**src/rtl/cp0_intc_timer_pkg.sv**
```systemverilog
// Shared register map and control-bit positions for the CP0 interrupt/timer unit.
package cp0_intc_timer_pkg;

  localparam int REG_IDX_W = 5;

  localparam logic [REG_IDX_W-1:0] REG_MODE = 5'd16;
  localparam logic [REG_IDX_W-1:0] REG_MASK = 5'd17;
  localparam logic [REG_IDX_W-1:0] REG_PEND = 5'd18;
  localparam logic [REG_IDX_W-1:0] REG_CTRL = 5'd19;

  localparam int CTRL_W    = 2;
  localparam int CTRL_IE   = 0;
  localparam int CTRL_DIV2 = 1;

  function automatic logic [REG_IDX_W-1:0] count_idx(input int n);
    return REG_IDX_W'(2 * n);
  endfunction

  function automatic logic [REG_IDX_W-1:0] compare_idx(input int n);
    return REG_IDX_W'(2 * n + 1);
  endfunction

endpackage

```
**src/rtl/cp0_cnt_cmp.sv**
```systemverilog
// One Count/Compare pair with a sticky match flag; writing Compare clears the flag.
module cp0_cnt_cmp #(
  parameter int CNT_W = 32
) (
  input  logic             clk,
  input  logic             rst,
  input  logic             inc_en,
  input  logic             cnt_we,
  input  logic             cmp_we,
  input  logic [CNT_W-1:0] wdata,
  output logic [CNT_W-1:0] count,
  output logic [CNT_W-1:0] compare,
  output logic             match
);

  always_ff @(posedge clk or negedge rst) begin
    if (!rst) begin
      count   <= '0;
      compare <= '0;
      match   <= 1'b0;
    end else begin
      if (cnt_we)
        count <= wdata;
      else if (inc_en)
        count <= count + 1'b1;

      if (cmp_we)
        compare <= wdata;

      // A Compare write acknowledges the interrupt even if a match lands on the same edge.
      if (cmp_we)
        match <= 1'b0;
      else if ((count == compare) && (compare != '0))
        match <= 1'b1;
    end
  end

endmodule

```
**src/rtl/cp0_intc_timer.sv**
```systemverilog
// Interrupt/timer unit beside CP0: Count/Compare timers, synchronised external lines with
// per-source edge/level mode, mask, pending and a global enable feeding irq_o.
module cp0_intc_timer
  import cp0_intc_timer_pkg::*;
#(
  parameter int NUM_TIMERS = 2,
  parameter int NUM_HW_INT = 6,
  parameter int CNT_W      = 32,
  parameter int DATA_W     = 32
) (
  input  logic                 clk,
  input  logic                 rst,
  input  logic                 we_i,
  input  logic [REG_IDX_W-1:0] waddr_i,
  input  logic [DATA_W-1:0]    data_i,
  input  logic [REG_IDX_W-1:0] raddr_i,
  output logic [DATA_W-1:0]    data_o,
  input  logic [NUM_HW_INT-1:0] int_i,
  output logic [NUM_HW_INT-1:0] ip_o,
  output logic [NUM_TIMERS-1:0] timer_int_o,
  output logic                 irq_o
);

  logic [NUM_HW_INT-1:0] mode_q, mask_q, pend_q, pend_nxt;
  logic [NUM_HW_INT-1:0] sync1_q, sync2_q, sync3_q, rise, pending;
  logic [CTRL_W-1:0]     ctrl_q;
  logic                  presc_q, inc_en;
  logic                  wr_mode, wr_mask, wr_pend, wr_ctrl;
  logic [CNT_W-1:0]      count   [NUM_TIMERS];
  logic [CNT_W-1:0]      compare [NUM_TIMERS];

  assign wr_mode = we_i && (waddr_i == REG_MODE);
  assign wr_mask = we_i && (waddr_i == REG_MASK);
  assign wr_pend = we_i && (waddr_i == REG_PEND);
  assign wr_ctrl = we_i && (waddr_i == REG_CTRL);

  // Prescaler idles at 0 while undivided so divided counting always starts on a skip cycle.
  assign inc_en = !ctrl_q[CTRL_DIV2] || presc_q;

  always_ff @(posedge clk or negedge rst) begin
    if (!rst) begin
      sync1_q <= '0;
      sync2_q <= '0;
      sync3_q <= '0;
      mode_q  <= '0;
      mask_q  <= '0;
      pend_q  <= '0;
      ctrl_q  <= '0;
      presc_q <= 1'b0;
    end else begin
      sync1_q <= int_i;
      sync2_q <= sync1_q;
      sync3_q <= sync2_q;
      presc_q <= ctrl_q[CTRL_DIV2] ? ~presc_q : 1'b0;
      pend_q  <= pend_nxt;
      if (wr_mode) mode_q <= data_i[NUM_HW_INT-1:0];
      if (wr_mask) mask_q <= data_i[NUM_HW_INT-1:0];
      if (wr_ctrl) ctrl_q <= data_i[CTRL_W-1:0];
    end
  end

  assign rise = sync2_q & ~sync3_q;

  // Sticky bits exist only in edge mode; a level-mode bit holds 0 so switching to edge starts clean.
  always_comb begin
    pend_nxt = pend_q;
    for (int i = 0; i < NUM_HW_INT; i++) begin
      if (!mode_q[i])
        pend_nxt[i] = 1'b0;
      else if (rise[i])
        pend_nxt[i] = 1'b1;
      else if (wr_pend && data_i[i])
        pend_nxt[i] = 1'b0;
    end
  end

  assign pending = (mode_q & pend_q) | (~mode_q & sync2_q);

  always_comb begin
    ip_o = pending;
    ip_o[NUM_HW_INT-1] = pending[NUM_HW_INT-1] | (|timer_int_o);
  end

  assign irq_o = (|(ip_o & mask_q)) & ctrl_q[CTRL_IE];

  for (genvar t = 0; t < NUM_TIMERS; t++) begin : g_timer
    cp0_cnt_cmp #(
      .CNT_W(CNT_W)
    ) u_cnt_cmp (
      .clk    (clk),
      .rst    (rst),
      .inc_en (inc_en),
      .cnt_we (we_i && (waddr_i == count_idx(t))),
      .cmp_we (we_i && (waddr_i == compare_idx(t))),
      .wdata  (data_i[CNT_W-1:0]),
      .count  (count[t]),
      .compare(compare[t]),
      .match  (timer_int_o[t])
    );
  end

  always_comb begin
    data_o = '0;
    case (raddr_i)
      REG_MODE: data_o[NUM_HW_INT-1:0] = mode_q;
      REG_MASK: data_o[NUM_HW_INT-1:0] = mask_q;
      REG_PEND: data_o[NUM_HW_INT-1:0] = ip_o;
      REG_CTRL: data_o[CTRL_W-1:0]     = ctrl_q;
      default: begin
        for (int t = 0; t < NUM_TIMERS; t++) begin
          if (raddr_i == count_idx(t))
            data_o[CNT_W-1:0] = count[t];
          else if (raddr_i == compare_idx(t))
            data_o[CNT_W-1:0] = compare[t];
        end
      end
    endcase
  end

endmodule
```
**config.mk**
```make
export PLATFORM = sky130hd
export DESIGN_NAME = cp0_intc_timer
export DESIGN_NICKNAME = d
export VERILOG_FILES = /design/src/rtl/cp0_intc_timer_pkg.sv /design/src/rtl/cp0_cnt_cmp.sv /design/src/rtl/cp0_intc_timer.sv
export SDC_FILE = /design/constraint.sdc
export NUM_CORES = 1
export LEC_CHECK = 0
export ABC_AREA = 1
export CAP_MARGIN = 20
export CELL_PAD_IN_SITES_DETAIL_PLACEMENT = 0
export CELL_PAD_IN_SITES_GLOBAL_PLACEMENT = 2
export CORE_MARGIN = 2
export CORE_UTILIZATION = 34
export DETAILED_ROUTE_END_ITERATION = 8
export PLACE_DENSITY_LB_ADDON = 0.25
export SYNTH_ARGS = -nofsm -noshare
export SYNTH_HDL_FRONTEND = slang
export SYNTH_SLANG_ARGS = --single-unit
```
**constraint.sdc**
```tcl
create_clock -name clk -period 1.85 [get_ports clk]
set_clock_uncertainty 0.1 [all_clocks]
set_input_delay 0.37 -clock clk [delete_from_list [all_inputs] [get_ports clk]]
set_output_delay 0.37 -clock clk [all_outputs]
set_load 0.02 [all_outputs]
```
Word-level counts from Yosys, hierarchy flattened
Cells that the tools add are included.
{"block": "op_classes", "reduce_logical": 29, "muxes": 34, "n_bitwise": 10, "n_eq_ne": 22, "n_addsub": 2}
{"operator": "$mux 32", "count": 8}
{"operator": "$add 32x1->32 const B", "count": 2}
{"operator": "$eq 32x32->1", "count": 2}
{"operator": "$reduce_bool 32->1", "count": 2}
{"operator": "$eq 5x5->1 const B", "count": 8}
{"operator": "$mux 26", "count": 1}
{"operator": "$and 6x6->6", "count": 4}
{"operator": "$mux 1", "count": 23}
{"operator": "$eq 5x2->1 const B", "count": 4}
{"operator": "$ne 3x1->1 const B", "count": 6}
{"operator": "$logic_and 1x1->1", "count": 16}
{"operator": "$pmux 4 s4", "count": 1}
{"operator": "$not 6->6", "count": 2}
{"operator": "$eq 5x1->1 const B", "count": 2}
{"operator": "$logic_not 5->1", "count": 2}
{"operator": "$pmux 2 s4", "count": 1}
{"operator": "$reduce_bool 2->1", "count": 4}
{"operator": "$or 6x6->6", "count": 1}
{"operator": "$reduce_or 6->1", "count": 1}
{"operator": "$reduce_or 4->1", "count": 1}
{"operator": "$reduce_or 2->1", "count": 1}
{"operator": "$and 1x1->1", "count": 1}
{"operator": "$logic_not 1->1", "count": 1}
{"operator": "$logic_or 1x1->1", "count": 1}
{"operator": "2 further kinds", "count": 2}
{"block": "word_totals", "regBits": 169, "wordCells": 116, "out_inout_bits": 41, "input_bits": 51}

Logic depth before layout (Yosys ltp)
Gate-level depths: netlist (run 1).
{"block": "depth", "depth_word": 7, "depth_mapped": 11, "ltp_nobuf": 11}

Hierarchy
A second synthesis (run 1) with hierarchy kept.
{"block": "hier_totals", "hier_cells": 1562, "area_unflattened_um2": 11056.9}
{"module": "cp0_cnt_cmp", "seq_area_each_um2": 1626.6, "instances": 2, "cells_per_inst": 542, "area_each_um2": 4018.9}
{"module": "cp0_intc_timer", "seq_area_each_um2": 975.9, "instances": 1, "cells_per_inst": 478, "area_each_um2": 3019.1}

Worst setup path before layout (run 1)
OpenSTA, ideal clock, no wires.
{"block": "synth_timing", "path_type": "input to output", "startpoint": "in raddr_i[2]", "endpoint": "out data_o[10]", "t_arrival_ns": 1.528, "stages": 8, "slack_ns": -0.148, "path_buffers": 1, "required_ns": 1.380, "cell_sequence": "inv_1 > nand2_1 > inv_1 > nand4_2 > inv_2 > buf_2 > a21oi_1 > a31oi_1"}
{"block": "synth_between", "elab_chain_cells": 6, "word_cells_on_any_way": 14, "classes_between": "7 x eq/ne; 5 x mux; 2 x reduce/logical"}
{"element": "start: declaration", "line_no": "cp0_intc_timer.sv:16", "source": "input logic [REG_IDX_W-1:0] raddr_i,"}
{"element": "$eq 5x1->1", "line_no": "cp0_intc_timer.sv:113", "source": "else if (raddr_i == compare_idx(t))"}
{"element": "$mux 32", "line_no": "cp0_intc_timer.sv:113"}
{"element": "$mux 32", "line_no": "cp0_intc_timer.sv:111", "source": "if (raddr_i == count_idx(t))"}
{"element": "$mux 32", "line_no": "cp0_intc_timer.sv:113"}
{"element": "$mux 32", "line_no": "cp0_intc_timer.sv:111"}
{"element": "$mux 26 *", "line_no": "cp0_intc_timer.sv:104", "source": "case (raddr_i)"}
{"element": "end: declaration", "line_no": "cp0_intc_timer.sv:17", "source": "output logic [DATA_W-1:0] data_o,"}
Mark *: on every way between the ends. The rest lies on a longest branch, timed or not.

Final worst setup path (run 1)
{"block": "layout_timing", "startpoint": "reg g_timer[1].u_cnt_cmp.match", "endpoint": "out data_o[5]"}
{"block": "layout_between", "elab_chain_cells": 3}
{"element": "start: declaration", "line_no": "cp0_cnt_cmp.sv:13", "source": "output logic match"}
{"element": "start signal: assignment", "line_no": "cp0_cnt_cmp.sv:20", "source": "match <= 1'b0;"}
{"element": "start signal: assignment", "line_no": "cp0_cnt_cmp.sv:32", "source": "match <= 1'b0;"}
{"element": "start signal: assignment", "line_no": "cp0_cnt_cmp.sv:34", "source": "match <= 1'b1;"}
{"element": "$reduce_or 2->1", "line_no": "cp0_intc_timer.sv:81", "source": "ip_o[NUM_HW_INT-1] = pending[NUM_HW_INT-1] | (|timer_int_o);"}
{"element": "$or 1x1->1", "line_no": "cp0_intc_timer.sv:81"}
{"element": "$pmux 4 s4", "line_no": "cp0_intc_timer.sv:104"}
No other way between the ends.

==> results.rst, run 1 <==
.. list-table::
   :header-rows: 1

   * - Metric
     - Value
   * - Net count of the finished layout
     - 1847
   * - Final worst-path cycle share
     - 119%
   * - Number of hold-slack violations in the final timing report
     - 0
   * - Remaining design rule violation count
     - 0
   * - Initial antenna violation count
     - 0
   * - Ratio of routed vias to standard cells
     - 5.06
   * - Clock root buffer
     - clkbuf_16
   * - Worst vdd rail ir drop
     - 0.624 mV
   * - Combinational share of power
     - 47.4%
   * - Non-Filler Instances
     - between 2000 and 2500
   * - Drt pass-1 iters
     - 6
   * - Net switching power
     - 7.33 mW
   * - Fraction of layout cells with a size suffix above 1
     - 32.8%
   * - Count of warnings emitted by yosys
     - 0
   * - Sequential cell area fraction in the yosys report
     - between 30% and 40%
   * - WP data arrival
     - ~1.7 ns
   * - Gate count after technology mapping
     - 1457
   * - Total grt overflow
     - 0
   * - Die X-Extent
     - about 180 um
   * - Filler Cells Inserted
     - 2932
   * - I/O pin cnt
     - 92
   * - Drt initial violations
     - around 900
   * - Synth Net Count
     - 1510
   * - Via total after detailed routing
     - between 10000 and 15000
   * - Dpl hpwl
     - 33600 um
   * - Clock period minus worst slack
     - between 2 and 2.5 ns
   * - Category of the critical setup timing path
     - flop to output pin
   * - Number of violations of the max-capacitance limit
     - 0
   * - Sequential Area
     - 4240 sq um
   * - Cts bufs inserted
     - 17
   * - Via count of the first global-routing pass
     - around 11000
   * - Area delta synth->final
     - 51.6%
   * - Placed cells
     - between 2000 and 2500
   * - Clock transition at the register clock pins on the worst setup and hold paths after CTS
     - 0.08 ns
   * - Weighted congestion at the end of routability-driven global placement
     - 0.987
   * - Initial core utilization
     - 34.6%
   * - Pin count of the biggest net entering global routing
     - 66
   * - Clock Path Buffers
     - 2
   * - Maximum clock frequency
     - 453 MHz
   * - Cell internal power dissipation
     - 10.6 mW
   * - Sinks on Clock Net
     - 169
   * - Reg2reg end
     - g_timer[1].u_cnt_cmp.count[24]
   * - Average cell area after synthesis
     - approximately 7.3 sq um
   * - Standard cell core area
     - 30700 sq um
   * - Flip-flop and latch count after synthesis
     - 169
   * - Failing checks
     - setup timing
   * - Crit path from
     - g_timer[1].u_cnt_cmp.match
   * - Clock tree from TritonCTS
     - built
   * - Worst min-delay path category
     - input port to asynchronous set/reset pin
   * - Setup ws final
     - -0.356 ns
   * - Max-slew headroom
     - 66.5%
   * - Biggest fanout along the worst timing path
     - 3
   * - Final Max Tran Viols
     - 0
   * - CP Launch Type
     - flop
   * - Cell area after synthesis
     - 10600 sq um
   * - RSZ-0062 raised after global routing
     - true
   * - Number of cell rows
     - 64
   * - H-tree depth reported by CTS
     - 4
   * - Type of element capturing the critical path
     - output pin
   * - Leakage power summed over all cells
     - 7.41 nW
   * - Unique cell type count in the Yosys netlist
     - 44
   * - Worst path required time
     - around 1.4 ns
   * - Switch share
     - 40.9%
   * - FF-to-FF setup slack
     - 0.08 ns
   * - Sequential Power Share
     - between 30% and 40%
   * - Number of port buffers
     - 91
   * - Global-route wire length before repair
     - 67400 um
   * - EDFF count, synth
     - 0
   * - Number of nets with antenna violations after detailed routing
     - 0
   * - Routed wire per std cell
     - 19.9 um
   * - Global-route usage over all layers
     - a little over a quarter
   * - Multi-input logic area
     - 6490 sq um
   * - Clock Power Share
     - 21.5%
   * - Die Y
     - between 150 and 200 um
   * - Area of the die
     - 32600 sq um
   * - Ant. Diodes
     - 0
   * - Number of failing setup endpoints in the final timing report
     - 34
   * - Routed wire length
     - around 44000 um
   * - Measured slew at the worst slew-check pin
     - between 0.5 and 0.6 ns
   * - Number of cells on the worst reg-to-reg path
     - 10
   * - Async set-or-reset flop fraction in the synthesized netlist
     - 100%
   * - Final hold slack
     - 0.252 ns
   * - Predominant post-synthesis flop cell
     - dfrtp_1
   * - Worst skew pair latency
     - 0.45 ns
   * - Outcome
     - finished with violations
   * - R2r startpoint
     - g_timer[1].u_cnt_cmp.count[1]
   * - Power per unit of standard cell area
     - ~1100 nW/um^2
[cell usage in the layout (no fill, tap or decap), types with 35 or more instances in the layout]
| cell type | synthesis | routed |
|---|---|---|
| xnor2_1 | 41 | 39 |
| buf_6 | 8 | 46 |
| nor2_1 | 147 | 113 |
| o21ai_0 | 67 | 63 |
| clkdlybuf4s50_1 | 0 | 44 |
| nand2_1 | 404 | 381 |
| dfrtp_1 | 169 | 164 |
| buf_4 | 7 | 242 |
| nand3_1 | 57 | 35 |
| inv_1 | 183 | 170 |
| o22ai_1 | 81 | 41 |
[what timing repair did]
| item | 4_1_cts | 5_1_grt |
|---|---|---|
| resized for setup | 419 | 101 |
| cloned | 8 | 0 |
| setup buffers | 15 | 18 |
| endpoints found under the hold margin | 71 | 0 |
| hold buffers | 1 | 0 |
| setup endpoints to repair | 45 | 67 |
| pin swaps | 40 | 47 |
[layer usage]
| layer | track usage [%] | up-vias | part of all wire, % |
|---|---|---|---|
| li1 | - | 5423 | - |
| met1 | 39.6 | 5334 | 47 |
| met2 | 42.6 | 323 | 45 |
| met3 | 3.58 | 64 | 4.9 |
| met4 | 8.06 | 0 | 2.5 |
| met5 | 0 | - | 0 |
[worst max-delay path by stage]
| stage | end | slack (ns) |
|---|---|---|
| floorplan | data_o[10] | -0.05 |
| global placement | data_o[2] | -1.15 |
| detailed placement | data_o[2] | -1.21 |
| CTS | data_o[2] | -0.35 |
| global route | data_o[21] | -0.40 |
| finish | data_o[5] | -0.36 |
[sequential cells by signal, indices dropped and copies added (netlist names)]
name	cells
g_timer.u_cnt_cmp.compare	64
ctrl_q	2
presc_q	1
sync3_q	6
mode_q	6
sync2_q	6
g_timer.u_cnt_cmp.count	64
sync1_q	6
mask_q	6
pend_q	6
g_timer.u_cnt_cmp.match	2
[through the flow]
stage	power, mW	utilization, %	setup WS (ns)	setup TNS, ns	instance area [sq um]
after floorplan	9.40	-	-0.0548	-0.548	10800
after global placement	13.1	45.3	-1.15	-63.59	13900
after detailed placement	13.2	45.3	-1.21	-66.66	13900
after CTS	17.4	51.0	-0.352	-9.83	15600
after global routing	19.0	52.4	-0.398	-11.38	16100
final	17.9	52.4	-0.356	-9.51	16100
[cell type report]
type / instances / area share [%]
sequential: 169 / 26.4
clock buffer: 19 / 2.82
clock inverter: 13 / 0.965
inverter: 197 / 4.78
multi-input combinational: 1038 / 40.4
tap: 396 / 3.08
timing repair buffer: 371 / 21.6
[cell usage after synthesis (11+ instances only)]
cell	n	area, sq um
buf_2	25	125
xnor2_1	41	359
o22ai_1	81	507
o221ai_1	16	140
o21ai_0	67	335
o21ai_1	30	150
nor3_1	25	125
xor2_1	32	280
dfrtp_1	169	4230
nor2_1	147	552
a21oi_1	26	130
inv_2	11	41.3
nand4_1	18	113
o21bai_1	18	135
a31oi_1	13	81.3
clkbuf_1	11	41.3
nand3_1	57	285
nand2_1	404	1520
inv_1	183	687
[worst max-delay path, cell delays in order, from the launching register on]
cell and delay (ns):
dfrtp_1 0.41, inv_2 0.15, o2111ai_4 0.21, a31oi_4 0.23
nand3_2 0.14, buf_6 0.15
[power by group through the flow]
stage / logic, mW / registers [mW] / clock network, mW
5_1_grt: 9.32 / 5.68 / 4.05
3_5_place_dp: 7.64 / 5.53 / 0
4_1_cts: 8.00 / 5.54 / 3.90
6_report: 8.50 / 5.57 / 3.85
3_3_place_gp: 7.61 / 5.52 / 0
2_1_floorplan: 3.77 / 5.63 / 0
[cell families (layout without fill, tap and decap cells)]
family | count (synthesis) | count (layout) | share of synthesized area [%]
adders and majority gates | 2 | 2 | 0.236
and+or+nand+nor | 703 | 703 | 29.2
xor gates and xnor gates | 73 | 73 | 6.03
AOI/OAI and AO/OA | 260 | 260 | 14.6
DFF | 169 | 169 | 39.9
buffers and inverters | 250 | 600 | 10.0
(Power assumes the default switching activity.)
==> inputs of run 2 (changes only) <==
CTS_CLUSTER_SIZE = 20   (was default)
==> results of run 2 <==
Final layout, timing and power as in run 1 (identical DEF).
